--- src/rtl/xbus_pkg.sv ---
// Shared XBus definitions: bus widths, phase FSM encoding and the size-to-beat mapping.
package xbus_pkg;

  localparam int unsigned ADDR_WIDTH = 16;
  localparam int unsigned DATA_WIDTH = 8;
  localparam int unsigned SIZE_W     = 2;
  localparam int unsigned BEAT_CNT_W = 3;

  typedef enum logic [1:0] {
    ARB  = 2'd0,
    ADDR = 2'd1,
    DATA = 2'd2
  } xbus_state_t;

  // Encoded size to (beats - 1): 0->0, 1->1, 2->3, 3->7.
  function automatic logic [BEAT_CNT_W-1:0] beats_m1(input logic [SIZE_W-1:0] size);
    logic [BEAT_CNT_W:0] beats;
    beats = (BEAT_CNT_W+1)'(1) << size;
    return BEAT_CNT_W'(beats - (BEAT_CNT_W+1)'(1));
  endfunction

endpackage

--- src/rtl/xbus_arbiter_ctrl_if.sv ---
// XBus signal bundle; the controller uses the master modport, bus agents the slave modport.
interface xbus_arbiter_ctrl_if #(
  parameter int unsigned ADDR_WIDTH = xbus_pkg::ADDR_WIDTH,
  parameter int unsigned DATA_WIDTH = xbus_pkg::DATA_WIDTH
);

  logic                  xbus_req_master_0;
  logic                  xbus_gnt_master_0;
  logic                  xbus_req_master_1;
  logic                  xbus_gnt_master_1;
  logic [ADDR_WIDTH-1:0] xbus_addr;
  logic [1:0]            xbus_size;
  logic                  xbus_read;
  logic                  xbus_write;
  logic                  xbus_start;
  logic                  xbus_bip;
  logic [DATA_WIDTH-1:0] xbus_data;
  logic                  xbus_wait;
  logic                  xbus_error;

  modport master (
    input  xbus_req_master_0, xbus_req_master_1,
    input  xbus_addr, xbus_size, xbus_read, xbus_write,
    input  xbus_bip, xbus_data, xbus_wait, xbus_error,
    output xbus_gnt_master_0, xbus_gnt_master_1, xbus_start
  );

  modport slave (
    output xbus_req_master_0, xbus_req_master_1,
    output xbus_addr, xbus_size, xbus_read, xbus_write,
    output xbus_bip, xbus_data, xbus_wait, xbus_error,
    input  xbus_gnt_master_0, xbus_gnt_master_1, xbus_start
  );

endinterface

--- src/rtl/xbus_prio_arbiter.sv ---
// Fixed-priority request-to-grant map; master 0 always wins.
module xbus_prio_arbiter (
  input  logic [1:0] req,
  output logic [1:0] gnt_c
);

  always_comb begin
    gnt_c = 2'b00;
    if (req[0])      gnt_c = 2'b01;
    else if (req[1]) gnt_c = 2'b10;
  end

endmodule

--- src/rtl/xbus_arbiter_ctrl.sv ---
// XBus central controller: runs ARB/ADDR/DATA phases, drives start and grants,
// and counts data beats so the next arbitration follows the last beat directly.
module xbus_arbiter_ctrl
  import xbus_pkg::*;
(
  input  logic              xbus_clock,
  input  logic              xbus_reset,
  xbus_arbiter_ctrl_if.master bus
);

  xbus_state_t           state_q, state_d;
  logic [BEAT_CNT_W-1:0] cnt_q, cnt_d;
  logic                  started_q, started_d;
  logic                  start_q, start_d;
  logic [1:0]            gnt_q, gnt_d;
  logic [1:0]            arb_gnt_c;
  logic                  unused_obs;

  // Address and data are visible to the controller but never steer it.
  assign unused_obs = ^{bus.xbus_addr, bus.xbus_data};

  xbus_prio_arbiter u_prio (
    .req   ({bus.xbus_req_master_1, bus.xbus_req_master_0}),
    .gnt_c (arb_gnt_c)
  );

  // State register; started_q makes the first edge after reset an ARB cycle.
  always_ff @(posedge xbus_clock or posedge xbus_reset) begin
    if (xbus_reset) begin
      state_q   <= ARB;
      cnt_q     <= '0;
      started_q <= 1'b0;
      start_q   <= 1'b0;
      gnt_q     <= 2'b00;
    end else begin
      state_q   <= state_d;
      cnt_q     <= cnt_d;
      started_q <= started_d;
      start_q   <= start_d;
      gnt_q     <= gnt_d;
    end
  end

  // Next-state, beat counter and next registered outputs.
  always_comb begin
    state_d   = state_q;
    cnt_d     = cnt_q;
    started_d = 1'b1;
    gnt_d     = 2'b00;

    if (!started_q) begin
      state_d = ARB;
    end else begin
      case (state_q)
        ARB: begin
          state_d = ADDR;
          gnt_d   = arb_gnt_c;
        end
        ADDR: begin
          // read and write together is illegal and handled as a NOP.
          if ((|gnt_q) && (bus.xbus_read ^ bus.xbus_write)) begin
            state_d = DATA;
            cnt_d   = beats_m1(bus.xbus_size);
          end else begin
            state_d = ARB;
          end
        end
        DATA: begin
          if (bus.xbus_error) begin
            state_d = ARB;
          end else if (!bus.xbus_wait) begin
            if ((cnt_q == '0) || !bus.xbus_bip) state_d = ARB;
            else                                 cnt_d   = cnt_q - BEAT_CNT_W'(1);
          end
        end
        default: state_d = ARB;
      endcase
    end

    start_d = (state_d == ARB);
  end

  assign bus.xbus_start        = start_q;
  assign bus.xbus_gnt_master_0 = gnt_q[0];
  assign bus.xbus_gnt_master_1 = gnt_q[1];

endmodule

--- src/flat_wrapper.sv ---
// flat-port wrapper written by rule: the top's interface ports become plain ports
module xbus_arbiter_ctrl_flat import xbus_pkg::*;
  (xbus_clock, xbus_reset, bus_xbus_req_master_0, bus_xbus_req_master_1, bus_xbus_addr, bus_xbus_size, bus_xbus_read, bus_xbus_write, bus_xbus_bip, bus_xbus_data, bus_xbus_wait, bus_xbus_error, bus_xbus_gnt_master_0, bus_xbus_gnt_master_1, bus_xbus_start);
  xbus_arbiter_ctrl_if bus_i ();
  input  logic xbus_clock;
  input  logic xbus_reset;
  input wire logic [$bits(bus_i.xbus_req_master_0)-1:0] bus_xbus_req_master_0;
  input wire logic [$bits(bus_i.xbus_req_master_1)-1:0] bus_xbus_req_master_1;
  input wire logic [$bits(bus_i.xbus_addr)-1:0] bus_xbus_addr;
  input wire logic [$bits(bus_i.xbus_size)-1:0] bus_xbus_size;
  input wire logic [$bits(bus_i.xbus_read)-1:0] bus_xbus_read;
  input wire logic [$bits(bus_i.xbus_write)-1:0] bus_xbus_write;
  input wire logic [$bits(bus_i.xbus_bip)-1:0] bus_xbus_bip;
  input wire logic [$bits(bus_i.xbus_data)-1:0] bus_xbus_data;
  input wire logic [$bits(bus_i.xbus_wait)-1:0] bus_xbus_wait;
  input wire logic [$bits(bus_i.xbus_error)-1:0] bus_xbus_error;
  output wire logic [$bits(bus_i.xbus_gnt_master_0)-1:0] bus_xbus_gnt_master_0;
  output wire logic [$bits(bus_i.xbus_gnt_master_1)-1:0] bus_xbus_gnt_master_1;
  output wire logic [$bits(bus_i.xbus_start)-1:0] bus_xbus_start;
  assign bus_i.xbus_req_master_0 = bus_xbus_req_master_0;
  assign bus_i.xbus_req_master_1 = bus_xbus_req_master_1;
  assign bus_i.xbus_addr = bus_xbus_addr;
  assign bus_i.xbus_size = bus_xbus_size;
  assign bus_i.xbus_read = bus_xbus_read;
  assign bus_i.xbus_write = bus_xbus_write;
  assign bus_i.xbus_bip = bus_xbus_bip;
  assign bus_i.xbus_data = bus_xbus_data;
  assign bus_i.xbus_wait = bus_xbus_wait;
  assign bus_i.xbus_error = bus_xbus_error;
  assign bus_xbus_gnt_master_0 = bus_i.xbus_gnt_master_0;
  assign bus_xbus_gnt_master_1 = bus_i.xbus_gnt_master_1;
  assign bus_xbus_start = bus_i.xbus_start;
  xbus_arbiter_ctrl u_core (.xbus_clock(xbus_clock), .xbus_reset(xbus_reset), .bus(bus_i));
endmodule
--- config.mk ---
export PLATFORM = sky130hd
export DESIGN_NAME = xbus_arbiter_ctrl_flat
export DESIGN_NICKNAME = d
export VERILOG_FILES = /design/src/rtl/xbus_pkg.sv /design/src/rtl/xbus_arbiter_ctrl_if.sv /design/src/rtl/xbus_prio_arbiter.sv /design/src/rtl/xbus_arbiter_ctrl.sv /design/src/flat_wrapper.sv
export SDC_FILE = /design/constraint.sdc
export NUM_CORES = 1
export LEC_CHECK = 0
export ABC_CLOCK_PERIOD_IN_PS = 2800
export CAP_MARGIN = 0
export CORE_MARGIN = 1.5
export CORE_UTILIZATION = 33
export CTS_BUF_LIST = sky130_fd_sc_hd__clkbuf_16
export DETAILED_ROUTE_END_ITERATION = 12
export PLACE_DENSITY = 0.82
export SETUP_SLACK_MARGIN = 0.02
export SLEW_MARGIN = 10
export SYNTH_ARGS = -nofsm -noshare
export SYNTH_HDL_FRONTEND = slang
export SYNTH_SLANG_ARGS = --single-unit
--- constraint.sdc ---
create_clock -name xbus_clock -period 2.8 [get_ports xbus_clock]
set_clock_uncertainty 0.1 [all_clocks]
set_input_delay 0.7 -clock xbus_clock [delete_from_list [all_inputs] [get_ports xbus_clock]]
set_output_delay 0.7 -clock xbus_clock [all_outputs]
set_load 0.01 [all_outputs]
==> flow_summary_export.csv, run 1 <==
group,metric,value,unit
detailed_routing,route.detailed.wl_per_inst,11.2,um
setup_path,worst_setup_path_end_kind,"flip-flop",
grt,antenna_violations_before_repair,0,
grt,grtUsageTotal,12.8,%
sta,final-hold-violation-count,0,
setup_path,critPathArrivalTime,2.14,ns
cells_and_area,num_antenna_cells,0,
clock_network,cts.reportedPaths.clkPinSlew,0.04,ns
yosys,netlist_top_cells_count,"9 x sky130_fd_sc_hd__dfrtp_1, 3 x sky130_fd_sc_hd__inv_1, 3 x sky130_fd_sc_hd__o21ai_0",
die,num_io_pins,38,
placed_design,routabilityCongestion,0.670,
yosys,synthTopCellsByArea,"sky130_fd_sc_hd__dfrtp_1 47%, sky130_fd_sc_hd__mux2_2 4.7%, sky130_fd_sc_hd__o31ai_4 4.5%",
flow_run,drv.max_cap_violation_count,0,
yosys,synthesis.area_per_instance,11.6,um2
clock_network,cts_hold_buffers,0,
die,chipHeight,40.9,um
die,coreArea,1320,um2
sta,grt_setup_unrepaired,"no",
clock_network,clock-root-buffer,"sky130_fd_sc_hd__clkbuf_16",
placed_design,post-dp-hpwl,689,um
die,start_util,36.0,%
sta,min_period,2.14,ns
setup_path,worst_setup_path_start_kind,"input pin",
yosys,most_instantiated_library_cell_after_synthesis,"sky130_fd_sc_hd__dfrtp_1",
pwr,power.total,0.473,mW
grt,grt_first_pass_wirelength,1320,um
clock_network,clockBufferDepth,2,
yosys,yosys.area.top_type_share,47.5,%
sta,final_critical_path_share_of_the_clock_period,76.3,%
sta,setup_viol_count_final,0,
clock_network,ctsHtreeMaxLevel,1,
setup_path,critical_path.cell_chain,"clkdlybuf4s50_1 -> or3_4 -> o31ai_4 -> mux2_2",
yosys,synth_edf_count,0,
setup_path,cp_slowest_cell,"sky130_fd_sc_hd__clkdlybuf4s50_1",
setup_path,critPathMaxStageDelay,0.44,ns
yosys,synth_fp_nets,77,
die,die_width,40.9,um
cells_and_area,final_nets,95,
die,number_of_core_rows,13,
sta,final.setup.worst_slack,0.665,ns
sta,slew_violations,0,
clock_network,cts.repair_timing.setup_buffer_count,0,
sta,setup-tns-final,0,ns
cells_and_area,flow.area_growth_from_synthesis,48.0,%
detailed_routing,total_detailed_routing_wirelength,819,um
die,design.die.area,1670,um2
pwr,vdd.ir_drop.worst,0.000385,V
sta,maxClockFrequency,0.468,GHz
yosys,synth_largest_area_cell,"sky130_fd_sc_hd__dfrtp_1",
placed_design,post-place-ws,0.411,ns
yosys,register_area_share_after_synthesis,47.5,%
yosys,syn-cell-area,474,um2
pwr,p_leak,0.309,nW
grt,first_global_vias,331,
yosys,synth.ff_latch_count,9,
setup_path,critical_path_class,"input pin to flip-flop",
grt,globalRouteOverflowTotal,0,
yosys,synthArstFlopShare,100,%
clock_network,cts_resized,0,
clock_network,cts.sink_count,9,
setup_path,critical_path_required,2.81,ns
grt,grt_start_max_net_pins,10,
detailed_routing,drcViolationCount,0,
yosys,yosys_most_used_dff,"sky130_fd_sc_hd__dfrtp_1",
clock_network,numCtsBuffers,3,
worst_hold_path,worst_hold_path_type,"flip-flop to flip-flop",
yosys,yosysWarningCount,0,
clock_network,clk-insertion-delay-late,0.23,ns
detailed_routing,drt_via_density,4.75,
sta,worst_hold_slack,0.381,ns
detailed_routing,firstDrtPassIters,2,
detailed_routing,first_iter_violations,7,
yosys,syn-instance-count,41,
run_status,status,"finished, final reports clean",
detailed_routing,route.vias.total,347,
yosys,netlist-cell-type-count,25,
clock_network,tritoncts,"done",
detailed_routing,ant_nets,0,
cells_and_area,final_layout_size_suffix_gt1_share,13.8,%
pwr,p_per_area,674,nW/um2
setup_path,timing.critical_path.fanout_max,3,
placed_design,port-buffer-count,13,
final timing paths:
| kind | start | to | slack [ns] | cells after the start |
|---|---|---|---|---|
| min in group asynchronous | xbus_reset | u_core.state_q[1]$_DFF_PP0_ | 0.62 | 2 |
| setup / recovery | bus_xbus_error | u_core.cnt_q[2]$_DFFE_PP0P_ | 0.66 | 4 |
| hold reg to reg | u_core.started_q$_DFF_PP0_ | u_core.bus.xbus_start$_DFF_PP0_ | 0.38 | 1 |
| setup reg to reg | u_core.state_q[0]$_DFF_PP0_ | u_core.cnt_q[2]$_DFFE_PP0P_ | 1.02 | 4 |
| hold / removal | u_core.started_q$_DFF_PP0_ | u_core.bus.xbus_start$_DFF_PP0_ | 0.38 | 1 |
| max in group asynchronous | xbus_reset | u_core.started_q$_DFF_PP0_ | 1.74 | 2 |
through the flow:
step                util (%)  std cells  cell area (um2)
finish                  53.3         73              702
global route            53.3         73              702
detailed placement      47.3         69              623
CTS                     53.3         73              702
floorplan                  -         41              474
global placement        47.3         69              623
placed cells by master (no fill, tap or decap):
cell                               n
sky130_fd_sc_hd__conb_1            1
sky130_fd_sc_hd__xor2_1            1
sky130_fd_sc_hd__nor3_1            1
sky130_fd_sc_hd__o41ai_1           1
sky130_fd_sc_hd__o2111ai_1         1
sky130_fd_sc_hd__a22oi_1           1
sky130_fd_sc_hd__a21oi_1           1
sky130_fd_sc_hd__and2b_1           1
sky130_fd_sc_hd__clkdlybuf4s50_1  13
sky130_fd_sc_hd__o21ai_0           3
sky130_fd_sc_hd__clkbuf_16         3
sky130_fd_sc_hd__mux2i_1           2
sky130_fd_sc_hd__o21a_1            1
sky130_fd_sc_hd__o31ai_1           1
sky130_fd_sc_hd__inv_1             4
sky130_fd_sc_hd__nor2_1            2
sky130_fd_sc_hd__or3_4             1
sky130_fd_sc_hd__xnor2_1           1
sky130_fd_sc_hd__o31ai_4           1
sky130_fd_sc_hd__and2_1            1
sky130_fd_sc_hd__mux2_2            2
sky130_fd_sc_hd__ha_1              1
sky130_fd_sc_hd__nor2b_1           2
sky130_fd_sc_hd__nand3b_1          1
sky130_fd_sc_hd__and3b_1           1
sky130_fd_sc_hd__dfrtp_1           9
sky130_fd_sc_hd__nand2b_4          1
registers in the layout, summed over array words and instances, names as in the netlist:
register               flops
u_core.state_q             2
u_core.bus.xbus_start      1
u_core.started_q           1
u_core.gnt_q               2
u_core.cnt_q               3
critical path, delay by kind of cell:
kind / cells / cell delay, ns
AO/OA/AOI/OAI: 1 / 0.24
AND/OR/NAND/NOR: 1 / 0.39
multiplexers: 1 / 0.37
buffers and inverters: 1 / 0.44
power breakdown:
group          total, mW  internal, mW  switching [mW]
clock              0.239         0.186          0.0537
sequential         0.166         0.152          0.0136
combinational     0.0680        0.0402          0.0278
layer usage:
layer	track usage (%)	up-vias	share of wire (%)
met1	16.4	158	46
met3	1.63	2	4.5
li1	-	179	-
met4	12.5	0	1.5
met5	0	-	0
met2	18.0	8	48
cell families (layout without fill, tap and decap cells):
group,count (synthesis),count (layout),synth area share [%]
mux,4,4,8.97
compound gates,10,10,17.2
other cells,1,1,0.791
simple gates,11,11,16.9
fa+ha+maj,1,1,2.64
buf+inv,3,20,2.37
flops,9,9,47.5
xor+xnor,2,2,3.69
cell type report:
class | count | area (um2)
Fill cell | 112 | 616
Multi-Input combinational cell | 29 | 238
Sequential cell | 9 | 225
Timing Repair Buffer | 13 | 130
Clock buffer | 3 | 75.1
Tap cell | 15 | 18.8
Inverter | 3 | 11.3
Clock inverter | 1 | 3.75
Power figures use the tool's default switching activity.
==> run 2, diff against run 1 <==
Settings changed: ABC_CLOCK_PERIOD_IN_PS 2800 to 2200, CORE_UTILIZATION 33 to 31, PLACE_DENSITY 0.82 to 0.78.
Clock period 2.8 ns to 2.2 ns, I/O delays scaled along.
==> run 2 against run 1 <==
Design area up 1.1%. Sequential share of layout area down 0.34 points. Global-route usage down 0.63 points. Non-clock buffer count up 1.
==> flow_summary_export.csv, run 2 (synthesis results as in run 1) <==
group,metric,value,unit
run_status,status,"finished, final reports clean",
grt,grtUsageTotal,12.1,%
die,start_util,34.7,%
cells_and_area,final_nets,96,
sta,grt_setup_unrepaired,"no",
detailed_routing,route.vias.total,366,
clock_network,clockBufferDepth,2,
detailed_routing,drcViolationCount,0,
sta,worst_hold_slack,0.371,ns
setup_path,timing.critical_path.fanout_max,3,
grt,grt_first_pass_wirelength,1590,um
detailed_routing,route.detailed.wl_per_inst,11.2,um
sta,setup-tns-final,0,ns
setup_path,critPathArrivalTime,2.02,ns
setup_path,critical_path_class,"input pin to flip-flop",
sta,min_period,2.00,ns
clock_network,cts.reportedPaths.clkPinSlew,0.04,ns
clock_network,cts.sink_count,9,
sta,maxClockFrequency,0.499,GHz
cells_and_area,largest_register_ffs,3,
detailed_routing,firstDrtPassIters,2,
cells_and_area,largest_registers,"u_core.cnt_q: 3 flops, u_core.gnt_q: 2 flops, u_core.state_q: 2 flops",
setup_path,critical_path_required,2.21,ns
sta,slew_violations,0,
placed_design,port-buffer-count,13,
grt,grt_use_met2,18.1,%
clock_network,numCtsBuffers,3,
placed_design,post-place-ws,-0.0283,ns
grt,antenna_violations_before_repair,0,
setup_path,critical_path.cell_chain,"clkdlybuf4s50_1 -> or3_4 -> o31ai_4 -> mux2_2",
worst_hold_path,worst_hold_path_type,"flip-flop to flip-flop",
detailed_routing,ant_nets,0,
die,design.die.area,1770,um2
setup_path,source_of_the_worst_register_to_register_timing_path,"u_core.state_q[0]$_DFF_PP0_",
detailed_routing,drt_via_density,4.95,
placed_design,post-dp-hpwl,668,um
die,num_io_pins,38,
sta,setup_viol_count_final,0,
sta,final-hold-violation-count,0,
setup_path,worst_setup_path_end_kind,"flip-flop",
clock_network,tritoncts,"done",
clock_network,ctsHtreeMaxLevel,1,
cells_and_area,largest_register,"u_core.cnt_q",
detailed_routing,total_detailed_routing_wirelength,830,um
cells_and_area,final_layout_size_suffix_gt1_share,15.3,%
pwr,p_leak,0.314,nW
cells_and_area,fillerInstances,133,
die,die_width,42.1,um
grt,busiest_layer,"met2",
pwr,vdd.ir_drop.worst,0.000525,V
detailed_routing,first_iter_violations,6,
die,number_of_core_rows,13,
die,chipHeight,42.1,um
grt,grt_start_max_net_pins,10,
grt,globalRouteOverflowTotal,0,
placed_design,routabilityCongestion,0.632,
setup_path,critPathMaxStageDelay,0.43,ns
clock_network,cts_resized,0,
setup_path,critPathLaunch,"bus_xbus_wait",
grt,grtUsageMet1,14.8,%
cells_and_area,mostFrequentLayoutCells,"13 x sky130_fd_sc_hd__clkdlybuf4s50_1, 9 x sky130_fd_sc_hd__dfrtp_1, 4 x sky130_fd_sc_hd__inv_1",
sta,final_critical_path_share_of_the_clock_period,91.1,%
cells_and_area,flow.area_growth_from_synthesis,49.6,%
clock_network,cts_hold_buffers,0,
setup_path,cp_slowest_cell,"sky130_fd_sc_hd__clkdlybuf4s50_1",
clock_network,clk-insertion-delay-late,0.23,ns
cells_and_area,num_antenna_cells,0,
clock_network,clock-root-buffer,"sky130_fd_sc_hd__clkbuf_16",
clock_network,cts.repair_timing.setup_buffer_count,0,
cells_and_area,final_core_utilization,51.9,%
cells_and_area,layout.cells.most_common,"sky130_fd_sc_hd__clkdlybuf4s50_1",
worst_hold_path,worstHoldStart,"u_core.started_q$_DFF_PP0_",
grt,grtUsageMet3,6.90,%
flow_run,drv.max_cap_violation_count,0,
grt,first_global_vias,384,
pwr,power.total,0.611,mW
setup_path,worst_setup_path_start_kind,"input pin",
sta,final.setup.worst_slack,0.195,ns
die,coreArea,1370,um2
pwr,p_per_area,861,nW/um2
## run 2: changes by cell type in the layout (fill, tap and decap cells not counted), sizes merged
cell	change
buf	+1
## run 2: final timing paths
kind | endpoint | slack (ns) | cells after the start
hold / removal | u_core.bus.xbus_start$_DFF_PP0_ | 0.37 | 1
setup / recovery | u_core.cnt_q[0]$_DFFE_PP0P_ | 0.20 | 4
setup reg to reg | u_core.cnt_q[0]$_DFFE_PP0P_ | 0.41 | 4
max in group asynchronous | u_core.cnt_q[2]$_DFFE_PP0P_ | 1.28 | 2
min in group asynchronous | u_core.bus.xbus_start$_DFF_PP0_ | 0.48 | 2
hold reg to reg | u_core.bus.xbus_start$_DFF_PP0_ | 0.37 | 1
## run 2: metal layers
layer  vias to the layer above  share of wire [%]  wire length (um)
li1                        183                  -                 -
met1                       172                 47               387
met2                         9                 45               370
met3                         2                7.0                58
met4                         0                1.6                13
met5                         -                  0                 0
## run 2: metrics by stage
stage | instance area (um2) | std cells
2_1_floorplan | 474 | 41
3_3_place_gp | 631 | 70
3_5_place_dp | 631 | 70
4_1_cts | 709 | 74
5_1_grt | 709 | 74
6_report | 709 | 74
## run 2: area by class of cell
cell class	instances	area (um2)	share of cell area, %
Clock buffer	3	75.1	10.6
Inverter	3	11.3	1.59
Tap cell	15	18.8	2.65
Sequential cell	9	225	31.7
Timing Repair Buffer	14	138	19.4
Multi-Input combinational cell	29	238	33.5
Clock inverter	1	3.75	0.529
## run 2: power breakdown
part	internal [mW]	total [mW]	switching, mW
logic	0.0519	0.0858	0.0339
clock network	0.237	0.314	0.0769
registers	0.193	0.211	0.0178
total	0.483	0.611	0.129
## run 2: critical path, delay by kind of cell
family / cells / cell delay, ns
AOI/OAI and AO/OA: 1 / 0.26
and+or+nand+nor: 1 / 0.41
buffers and inverters: 1 / 0.43
muxes: 1 / 0.37
